### src/rtl/cheshire_irq_gateway_pkg.sv
// Shared types and helpers for the Cheshire interrupt gateway: gateway state
// encoding, ID width derivation and the lowest-index priority encoder.
package cheshire_irq_gateway_pkg;

  typedef enum logic [1:0] {
    GW_IDLE = 2'd0,
    GW_PEND = 2'd1,
    GW_SERV = 2'd2
  } gw_state_e;

  // Upper bound on the source count accepted by the priority encoder.
  localparam int unsigned MaxSrc = 32'd1024;

  function automatic int unsigned iomsb(input int unsigned width);
    return (width > 32'd0) ? (width - 32'd1) : 32'd0;
  endfunction

  function automatic int unsigned id_width(input int unsigned num_src);
    int unsigned bits;
    bits = unsigned'($clog2(num_src));
    return (num_src > 32'd1) ? (iomsb(bits) + 32'd1) : 32'd1;
  endfunction

  // Lowest set index at or above 1 wins; 0 means nothing is set.
  function automatic int unsigned prio_enc(input logic [MaxSrc-1:0] vec);
    int unsigned idx;
    idx = 32'd0;
    for (int i = int'(MaxSrc) - 1; i >= 1; i--) begin
      if (vec[i]) begin
        idx = unsigned'(i);
      end else begin
        idx = idx;
      end
    end
    return idx;
  endfunction

endpackage

### src/rtl/cheshire_irq_gateway_src.sv
// Per-source gateway: input synchroniser, rising-edge detector, saturating
// pending-edge counter and the IDLE/PEND/SERV handshake state.
module cheshire_irq_gateway_src
  import cheshire_irq_gateway_pkg::*;
#(
  parameter int unsigned NumSyncStages = 2,
  parameter int unsigned EdgeCntWidth  = 4
) (
  input  logic      clk_i,
  input  logic      rst_ni,
  input  logic      intr_i,
  input  logic      edge_mode_i,
  input  logic      claim_i,
  input  logic      cmpl_i,
  output gw_state_e state_o
);

  localparam logic [EdgeCntWidth-1:0] CntMax = {EdgeCntWidth{1'b1}};
  localparam logic [EdgeCntWidth-1:0] CntOne = EdgeCntWidth'(32'd1);

  logic                    synced_s;
  logic                    edge_s;
  logic                    take_s;
  logic                    prev_q, prev_d;
  logic [EdgeCntWidth-1:0] cnt_q, cnt_d;
  gw_state_e               state_q, state_d;

  if (NumSyncStages == 0) begin : g_nosync
    assign synced_s = intr_i;
  end else begin : g_sync
    logic [NumSyncStages-1:0] sync_q, sync_d;
    logic [NumSyncStages:0]   chain_s;

    assign chain_s  = {sync_q, intr_i};
    assign synced_s = sync_q[NumSyncStages-1];

    always_comb begin
      sync_d = chain_s[NumSyncStages-1:0];
    end

    always_ff @(posedge clk_i or negedge rst_ni) begin
      if (!rst_ni) begin
        sync_q <= '0;
      end else begin
        sync_q <= sync_d;
      end
    end
  end

  always_comb begin
    prev_d  = synced_s;
    edge_s  = edge_mode_i & synced_s & ~prev_q;
    state_d = state_q;
    take_s  = 1'b0;
    case (state_q)
      GW_IDLE: begin
        // Edge sources drain one counted edge per delivery.
        if (edge_mode_i ? (cnt_q != '0) : synced_s) begin
          state_d = GW_PEND;
          take_s  = edge_mode_i;
        end else begin
          state_d = GW_IDLE;
        end
      end
      GW_PEND: begin
        if (claim_i) begin
          state_d = GW_SERV;
        end else begin
          state_d = GW_PEND;
        end
      end
      GW_SERV: begin
        if (cmpl_i) begin
          state_d = GW_IDLE;
        end else begin
          state_d = GW_SERV;
        end
      end
      default: begin
        state_d = GW_IDLE;
      end
    endcase

    if (!edge_mode_i) begin
      cnt_d = '0;
    end else if (edge_s && !take_s) begin
      cnt_d = (cnt_q == CntMax) ? cnt_q : (cnt_q + CntOne);
    end else if (!edge_s && take_s) begin
      cnt_d = cnt_q - CntOne;
    end else begin
      cnt_d = cnt_q;
    end
  end

  always_ff @(posedge clk_i or negedge rst_ni) begin
    if (!rst_ni) begin
      state_q <= GW_IDLE;
      cnt_q   <= '0;
      prev_q  <= 1'b0;
    end else begin
      state_q <= state_d;
      cnt_q   <= cnt_d;
      prev_q  <= prev_d;
    end
  end

  assign state_o = state_q;

endmodule

### src/rtl/cheshire_irq_gateway.sv
// Interrupt gateway top: one gateway per source, per-target lowest-ID
// arbitration, claim resolution across targets and completion decode.
module cheshire_irq_gateway
  import cheshire_irq_gateway_pkg::*;
#(
  parameter int unsigned NumSrc        = 32,
  parameter int unsigned NumTgt        = 2,
  parameter int unsigned NumSyncStages = 2,
  parameter int unsigned EdgeCntWidth  = 4,
  parameter int unsigned IdWidth       = id_width(NumSrc)
) (
  input  logic                              clk_i,
  input  logic                              rst_ni,
  input  logic [iomsb(NumSrc):0]            intr_i,
  input  logic [iomsb(NumSrc):0]            edge_mode_i,
  input  logic [iomsb(NumSrc):0]            enable_i,
  input  logic [NumTgt-1:0][NumSrc-1:0]     route_i,
  output logic [NumTgt-1:0]                 irq_o,
  output logic [NumTgt-1:0][IdWidth-1:0]    claim_id_o,
  input  logic [NumTgt-1:0]                 claim_i,
  output logic [NumTgt-1:0]                 claim_ack_o,
  input  logic                              cmpl_valid_i,
  input  logic [IdWidth-1:0]                cmpl_id_i
);

  gw_state_e                       state_s [NumSrc];
  logic [NumSrc-1:0]               pend_s;
  logic [NumSrc-1:0]               taken_s;
  logic [NumSrc-1:0]               cmpl_src_s;
  logic [MaxSrc-1:0]               elig_ext_s;
  logic [NumTgt-1:0][IdWidth-1:0]  claim_id_s;
  logic [NumTgt-1:0]               ack_s;
  logic [NumTgt-1:0]               irq_q, irq_d;
  logic                            unused_s;

  assign state_s[0] = GW_IDLE;

  for (genvar s = 1; s < NumSrc; s++) begin : g_src
    cheshire_irq_gateway_src #(
      .NumSyncStages (NumSyncStages),
      .EdgeCntWidth  (EdgeCntWidth)
    ) i_src (
      .clk_i       (clk_i),
      .rst_ni      (rst_ni),
      .intr_i      (intr_i[s]),
      .edge_mode_i (edge_mode_i[s]),
      .claim_i     (taken_s[s]),
      .cmpl_i      (cmpl_src_s[s]),
      .state_o     (state_s[s])
    );
  end

  always_comb begin
    pend_s     = '0;
    cmpl_src_s = '0;
    for (int unsigned s = 1; s < NumSrc; s++) begin
      pend_s[s]     = (state_s[s] == GW_PEND);
      cmpl_src_s[s] = cmpl_valid_i && (cmpl_id_i == IdWidth'(s));
    end
  end

  // Lower targets get first pick when several claim the same source.
  always_comb begin
    elig_ext_s = '0;
    taken_s    = '0;
    claim_id_s = '0;
    ack_s      = '0;
    irq_d      = '0;
    for (int unsigned t = 0; t < NumTgt; t++) begin
      elig_ext_s               = '0;
      elig_ext_s[NumSrc-1:0]   = pend_s & enable_i & route_i[t];
      claim_id_s[t]            = IdWidth'(prio_enc(elig_ext_s));
      irq_d[t]                 = (claim_id_s[t] != '0);
      if (claim_i[t] && (claim_id_s[t] != '0) && !taken_s[claim_id_s[t]]) begin
        ack_s[t]                 = 1'b1;
        taken_s[claim_id_s[t]]   = 1'b1;
      end else begin
        ack_s[t]                 = 1'b0;
      end
    end
  end

  always_ff @(posedge clk_i or negedge rst_ni) begin
    if (!rst_ni) begin
      irq_q <= '0;
    end else begin
      irq_q <= irq_d;
    end
  end

  assign irq_o       = irq_q;
  assign claim_id_o  = claim_id_s;
  assign claim_ack_o = ack_s;

  // Source 0 is reserved; its input bits are intentionally dropped.
  assign unused_s = ^{intr_i[0], edge_mode_i[0], taken_s[0], cmpl_src_s[0]};

endmodule

### config.mk
export PLATFORM = sky130hd
export DESIGN_NAME = cheshire_irq_gateway
export DESIGN_NICKNAME = d
export VERILOG_FILES = /design/src/rtl/cheshire_irq_gateway_pkg.sv /design/src/rtl/cheshire_irq_gateway_src.sv /design/src/rtl/cheshire_irq_gateway.sv
export SDC_FILE = /design/constraint.sdc
export NUM_CORES = 1
export LEC_CHECK = 0
export CAP_MARGIN = 15
export CORE_MARGIN = 3
export CORE_UTILIZATION = 52
export CTS_BUF_LIST = sky130_fd_sc_hd__clkbuf_4 sky130_fd_sc_hd__clkbuf_8
export DETAILED_ROUTE_END_ITERATION = 10
export PLACE_DENSITY = 0.69
export SLEW_MARGIN = 20
export SYNTH_ARGS = -nofsm -noshare
export SYNTH_HDL_FRONTEND = slang
export SYNTH_HIERARCHICAL = 1
export SYNTH_SLANG_ARGS = --single-unit
### constraint.sdc
create_clock -name clk_i -period 3.5 [get_ports clk_i]
set_input_delay 0.35 -clock clk_i [delete_from_list [all_inputs] [get_ports clk_i]]
set_output_delay 0.35 -clock clk_i [all_outputs]
set_load 0.03 [all_outputs]
==> results of run 1 <==
==> repair_timing <==
| item | 4_1_cts | 5_1_grt |
|---|---|---|
| gates resized for setup | 43 | 82 |
| pin swaps | 16 | 24 |
| endpoints found under the hold margin | 79 | 0 |
| setup endpoints to repair | 28 | 47 |
| hold buffers | 1 | 0 |
| setup buffers | 20 | 17 |
==> logic make-up (layout without fill, tap and decap cells) <==
kind of cell    count (synthesis)  in the layout  synth area share [%]
fa+ha+maj                      62             62                  3.68
other cells                     0              1                     0
buf+inv                       160            568                  3.44
simple gates                 1109           1109                  32.5
mux                            98             98                  5.11
xor+xnor                       57             57                  2.37
compound gates                493            493                  19.6
flops                         281            281                  33.4
==> power by group through the flow <==
stage	sequential, uW	clock (uW)	combinational [uW]
after floorplan	4870	0	6390
after detailed placement	5210	0	9000
after CTS	5160	3750	9290
after global placement	5160	0	8740
final	5190	3640	9940
after global routing	5330	3880	10800
==> sequential cells by signal, indices dropped and copies added (netlist names) <==
signal and flops:
g_src.i_src/cnt_q 124, g_src.i_src/g_sync.sync_q 62, g_src.i_src/prev_q 31, g_src.i_src/state_o 62, irq_o 2
==> layer usage <==
metal | vias up | part of all wire [%]
met2 | 627 | 46
met4 | 2 | 3.5
li1 | 9258 | -
met5 | - | 0.015
met3 | 127 | 7.0
met1 | 9456 | 44
==> area by class of cell <==
cell class / instances / area (um2) / share of cell area (%)
tap: 525 / 657 / 2.46
inverter: 79 / 312 / 1.17
antenna: 1 / 2.50 / 0.00939
clock buffer: 87 / 1100 / 4.12
timing repair buffer: 394 / 3520 / 13.2
sequential: 281 / 7040 / 26.4
multi-input combinational: 1819 / 13900 / 52.2
clock inverter: 8 / 115 / 0.432
==> cell usage after synthesis (all sizes together), types with 9 or more instances <==
cell type,number
dfrtp,281
nor2,229
nand2,193
nor2b,106
or2,97
mux2i,91
o21ai,84
inv,79
ha,62
nand4,61
nand4b,59
nand3,58
buf,54
a21oi,52
a31oi,51
a211oi,44
nor4,44
o211a,43
and4b,42
o21a,39
nor3,35
xnor2,32
clkbuf,27
nor3b,27
xor2,25
and3b,24
or4,24
nand2b,23
o2111ai,23
o211ai,23
or3,23
a311oi,18
o221a,17
o22ai,17
a2111oi,15
and3,15
o32ai,15
nand3b,14
and2,10
o311ai,9
==> stage by stage <==
stage | worst slack (ns) | cells | cell area (um2) | TNS, ns
after floorplan | 0.371 | 2260 | 21100 | 0
after global placement | -0.496 | 3062 | 24500 | -15.71
after detailed placement | -0.559 | 3062 | 24500 | -17.17
after CTS | -0.307 | 3178 | 26100 | -0.521
after global routing | -0.413 | 3194 | 26700 | -2.18
final | -0.332 | 3194 | 26700 | -0.558
==> path summary, 6_finish.rpt <==
| check | to | slack [ns] | cells past startpoint |
|---|---|---|---|
| setup / recovery | claim_ack_o[1] | -0.33 | 15 |
| hold / removal | g_src[7].i_src/g_sync.sync_q[0] | 0.16 | 1 |
| setup reg to reg | g_src[2].i_src/state_o[0] | -0.12 | 19 |
| hold reg to reg | g_src[4].i_src/g_sync.sync_q[1] | 0.34 | 0 |
| max in group asynchronous | g_src[15].i_src/cnt_q[2] | 2.11 | 4 |
| min in group asynchronous | g_src[5].i_src/cnt_q[3] | 0.29 | 2 |
==> reports/metrics.cfg, run 1 <==
[run_status]
outcome=finished with violations
violations=setup timing

[yosys]
synthArstFlopShare_pct=100
synth_edf_count=0
synth.area.top_cells=dfrtp_1 33%, nor2_1 4.0%, ha_1 3.7%
ys.warnings.count=6
synth_top_area_share_pct=33.4
yosys.cell_types.count=98
yosysSeqAreaShare_pct=33.4
synth_largest_area_cell=dfrtp_1
syn_area_per_cell_um2=9.32
ys_ff_latch=281
syn_nets=2492
synth_cells=2260
ys.flop_type=dfrtp_1
syn-cell-area_mm2=0.0211

[power_and_ir_drop]
switchingPower_uw=7880
p_comb_share_pct=52.9
power.density_mw_per_mm2=704
worst_ir_drop_vdd_uv=436
leakage_uw=0.0112
clockPowerShare_pct=19.4
power_uw=18800
switching_share_pct=42.0
seqPwrFrac_pct=27.7
p_int_uw=10900

[finish]
layout-drive-gt1-share_pct=24.3
n_fill_cell=3192
mostFrequentLayoutCells=277 x dfrtp_1, 225 x nor2_1, 204 x buf_4
nNetsFinal=2860
final_util_pct=66.8
area_growth_pct=26.5
final_common_cell=dfrtp_1

[sta]
fin_ws_ns=-0.332
final_hold_viol_count=0
finClkSkew_ns=0.0301
relSlewSlack_pct=51.8
fmax_mhz=261
rsz0062_at_grt=true
min_period_over_period_pct=109
worst_pin_slew_ns=0.719
finalCriticalPeriod_ns=3.83
drv_slew=0
hold_ws_ns=0.157
finalSetupViolCount=7

[drt]
vias_per_cell=6.10
drtAntennaViolNets=0
first_pass_iters=6
num_vias=19500
totalWireLength_um=61600
drcViolationCount=0
wl_per_cell_um=19.3
drtIter0Drc=1285

[worst_setup_path]
crit_path_frequent_cell=buf_6
path_buf_inv=6
arrival_ns=3.48
slowest_stage=dfrtp_1
crit_family=simple AND/OR/NAND/NOR gates
cp_max_fo=3
critPathKind=reg2out
crit_start=g_src[16].i_src/state_o[0]
reg2reg_from=g_src[16].i_src/state_o[0]
cp.required_ns=3.15
slowest_delay_ns=0.41
crit_path_cell_trace=nand4b_1 > buf_6 > buf_6 > nand4_1 > or2_4 > nor4_4 > buf_4 > buf_4 > nor2_1 > or3_4 > o211a_1 > buf_6 > nand2_4 > nor2_4 > buf_6
startpoint_type=flip-flop
end_kind=primary output

[global_routing]
grtUsageTotal_pct=27.5
busiest_layer=met2
grt_pass1_vias=18800
use_met1_pct=37.5
grt_max_degree=84
use_met3_pct=4.96
overflow=0
grtUsageMet2_pct=44.2
antenna_found_initial=2
grt_pass1_wl_um=97800

[cts]
cts_tree=built
cts_inserted_buffers=53
worstSkewPairLatency_ns=0.64
clock_path_buffers=3
clk_pin_slew_ns=0.06
htree_levels=2
cts_sinks=281
cts-root-buf=clkbuf_8

[floorplanning]
fp.dieH_um=207
fp-row-count=73
fp.dieW_um=207
core_mm2=0.0399
io_pins=184
initial_core_util_pct=52.8
dieArea_mm2=0.0430

[placement]
gp_congestion=0.994
portBuffers=178
dp_hpwl_um=46700

[hold_path]
hp-class=in2reg
worstHoldStart=intr_i[7]

[run]
cap_viol_max_count=0

(Power assumes the default switching activity.)
==> run 2: changes to the inputs <==
Settings changed: ABC_CLOCK_PERIOD_IN_PS from default to 3500, CORE_UTILIZATION 52 to 60, PLACE_DENSITY 0.69 to 0.78.
==> run 2 against run 1 <==
Against the previous run:
- the flow still finishes with violations (setup timing)
- non-clock buffer count shrank 24
- setup slack gained 0.15 ns
- utilization grew 8.8 points
- combinational power shrank 2.9%
- cell count shrank 3.2%
- wire length shrank 2.4%
- register-to-register slack gained 0.04 ns
- critical path type unchanged
- largest cell class unchanged
==> reports/metrics.cfg, run 2 (synthesis results as in run 1) <==
[run_status]
outcome=finished with violations
violations=setup timing

[worst_setup_path]
end_kind=primary output
startpoint_type=flip-flop
cp.required_ns=3.15
cp_max_fo=4
critPathKind=reg2out
arrival_ns=3.33

[global_routing]
antenna_found_initial=4
grt_max_degree=67
overflow=0
grtUsageTotal_pct=31.2
grt_pass1_wl_um=96900
grt_pass1_vias=19100

[finish]
mostFrequentLayoutCells=278 x dfrtp_1, 225 x nor2_1, 189 x nand2_1
final_cell_count_no_fill=3092
nNetsFinal=2833
final_util_pct=75.6
regMostFlops=g_src.i_src/cnt_q
layout-drive-gt1-share_pct=22.9
area_growth_pct=23.9
largest_register_ffs=124
final_common_cell=dfrtp_1

[sta]
worst_pin_slew_ns=0.808
fmax_mhz=271
relSlewSlack_pct=45.8
rsz0062_at_grt=true
min_period_over_period_pct=105
drv_slew=0
finClkSkew_ns=0.0274
fin_ws_ns=-0.184
final_hold_viol_count=0
finalCriticalPeriod_ns=3.68
finalSetupViolCount=6

[floorplanning]
io_pins=184
fp.dieH_um=193
fp-row-count=68
dieArea_mm2=0.0374
initial_core_util_pct=61.0
fp.dieW_um=193
core_mm2=0.0345

[cts]
htree_levels=2
cts-root-buf=clkbuf_8
clk_pin_slew_ns=0.06
cts_inserted_buffers=50
cts_tree=built
cts_sinks=281
clock_path_buffers=3
worstSkewPairLatency_ns=0.61

[placement]
placed_cells=2976
portBuffers=178
gp_congestion=1.02
dp_hpwl_um=45700

[drt]
vias_per_cell=6.32
wl_met2_um=28600
totalWireLength_um=60100
top_layer_used=met5
first_pass_iters=5
wl_met1_um=25500
wl_per_cell_um=19.4
wl_met3_um=3850
num_vias=19500
drcViolationCount=0
drtAntennaViolNets=0
drtIter0Drc=1484

[power_and_ir_drop]
worst_ir_drop_vdd_uv=472
power.density_mw_per_mm2=692
leakage_uw=0.0110
power_uw=18100

[run]
cap_viol_max_count=0

[hold_path]
hp-class=in2reg

run 2: metal layers:
layer / vias to the layer above / track usage, %
met5: - / 0
met4: 6 / 11.7
met3: 125 / 5.29
met2: 617 / 51.8
met1: 9580 / 41.3
li1: 9206 / -
run 2: layout make-up:
type | count | area, um2
tap | 455 | 569
clock buffer | 79 | 1010
sequential | 281 | 7040
inverter | 79 | 312
clock inverter | 6 | 32.5
fill | 2459 | 8440
antenna | 3 | 7.51
multi-input combinational | 1819 | 13800
timing repair buffer | 370 | 3330
run 2: final timing paths:
kind | cells past startpoint | startpoint | endpoint | slack (ns)
setup / recovery | 12 | g_src[5].i_src/state_o[0] | claim_ack_o[1] | -0.18
setup reg to reg | 14 | g_src[15].i_src/state_o[0] | g_src[24].i_src/state_o[0] | -0.08
min in group asynchronous | 2 | rst_ni | g_src[5].i_src/cnt_q[2] | 0.27
hold / removal | 1 | intr_i[4] | g_src[4].i_src/g_sync.sync_q[0] | 0.17
hold reg to reg | 0 | g_src[1].i_src/g_sync.sync_q[0] | g_src[1].i_src/g_sync.sync_q[1] | 0.34
max in group asynchronous | 3 | rst_ni | g_src[11].i_src/cnt_q[0] | 2.23
run 2: critical path, cell delays in order, from the launching register on:
cell and delay (ns):
dfrtp_1 0.38, and4b_2 0.28, or4_4 0.58, buf_4 0.18, o31ai_2 0.27, buf_4 0.16
nand2_1 0.06, o22a_1 0.19, o211a_1 0.24, buf_6 0.14, nand2_4 0.07, nor2_4 0.04
buf_6 0.13
run 2: what timing repair did:
action                                 4_1_cts  5_1_grt
resized for setup                           47       49
setup endpoints to repair                    5       41
hold buffers                                 1        0
endpoints found under the hold margin       61        0
pin swaps                                   18       21
buffers inserted                            15       12
run 2: through the flow:
| step | TNS [ns] | worst slack [ns] | cell area (um2) | hold slack [ns] |
|---|---|---|---|---|
| floorplan | 0 | 0.371 | 21100 | 0.0544 |
| global placement | -7.83 | -0.409 | 24300 | 0.333 |
| detailed placement | -9.16 | -0.411 | 24300 | 0.335 |
| CTS | -0.210 | -0.198 | 25700 | 0.127 |
| global route | -1.84 | -0.287 | 26100 | 0.151 |
| finish | -0.336 | -0.184 | 26100 | 0.172 |
run 2: power by group:
group	internal (uW)	switching (uW)	total (uW)
sequential	3970	1260	5230
clock	1810	1370	3180
combinational	4560	5090	9650
total	10300	7720	18100
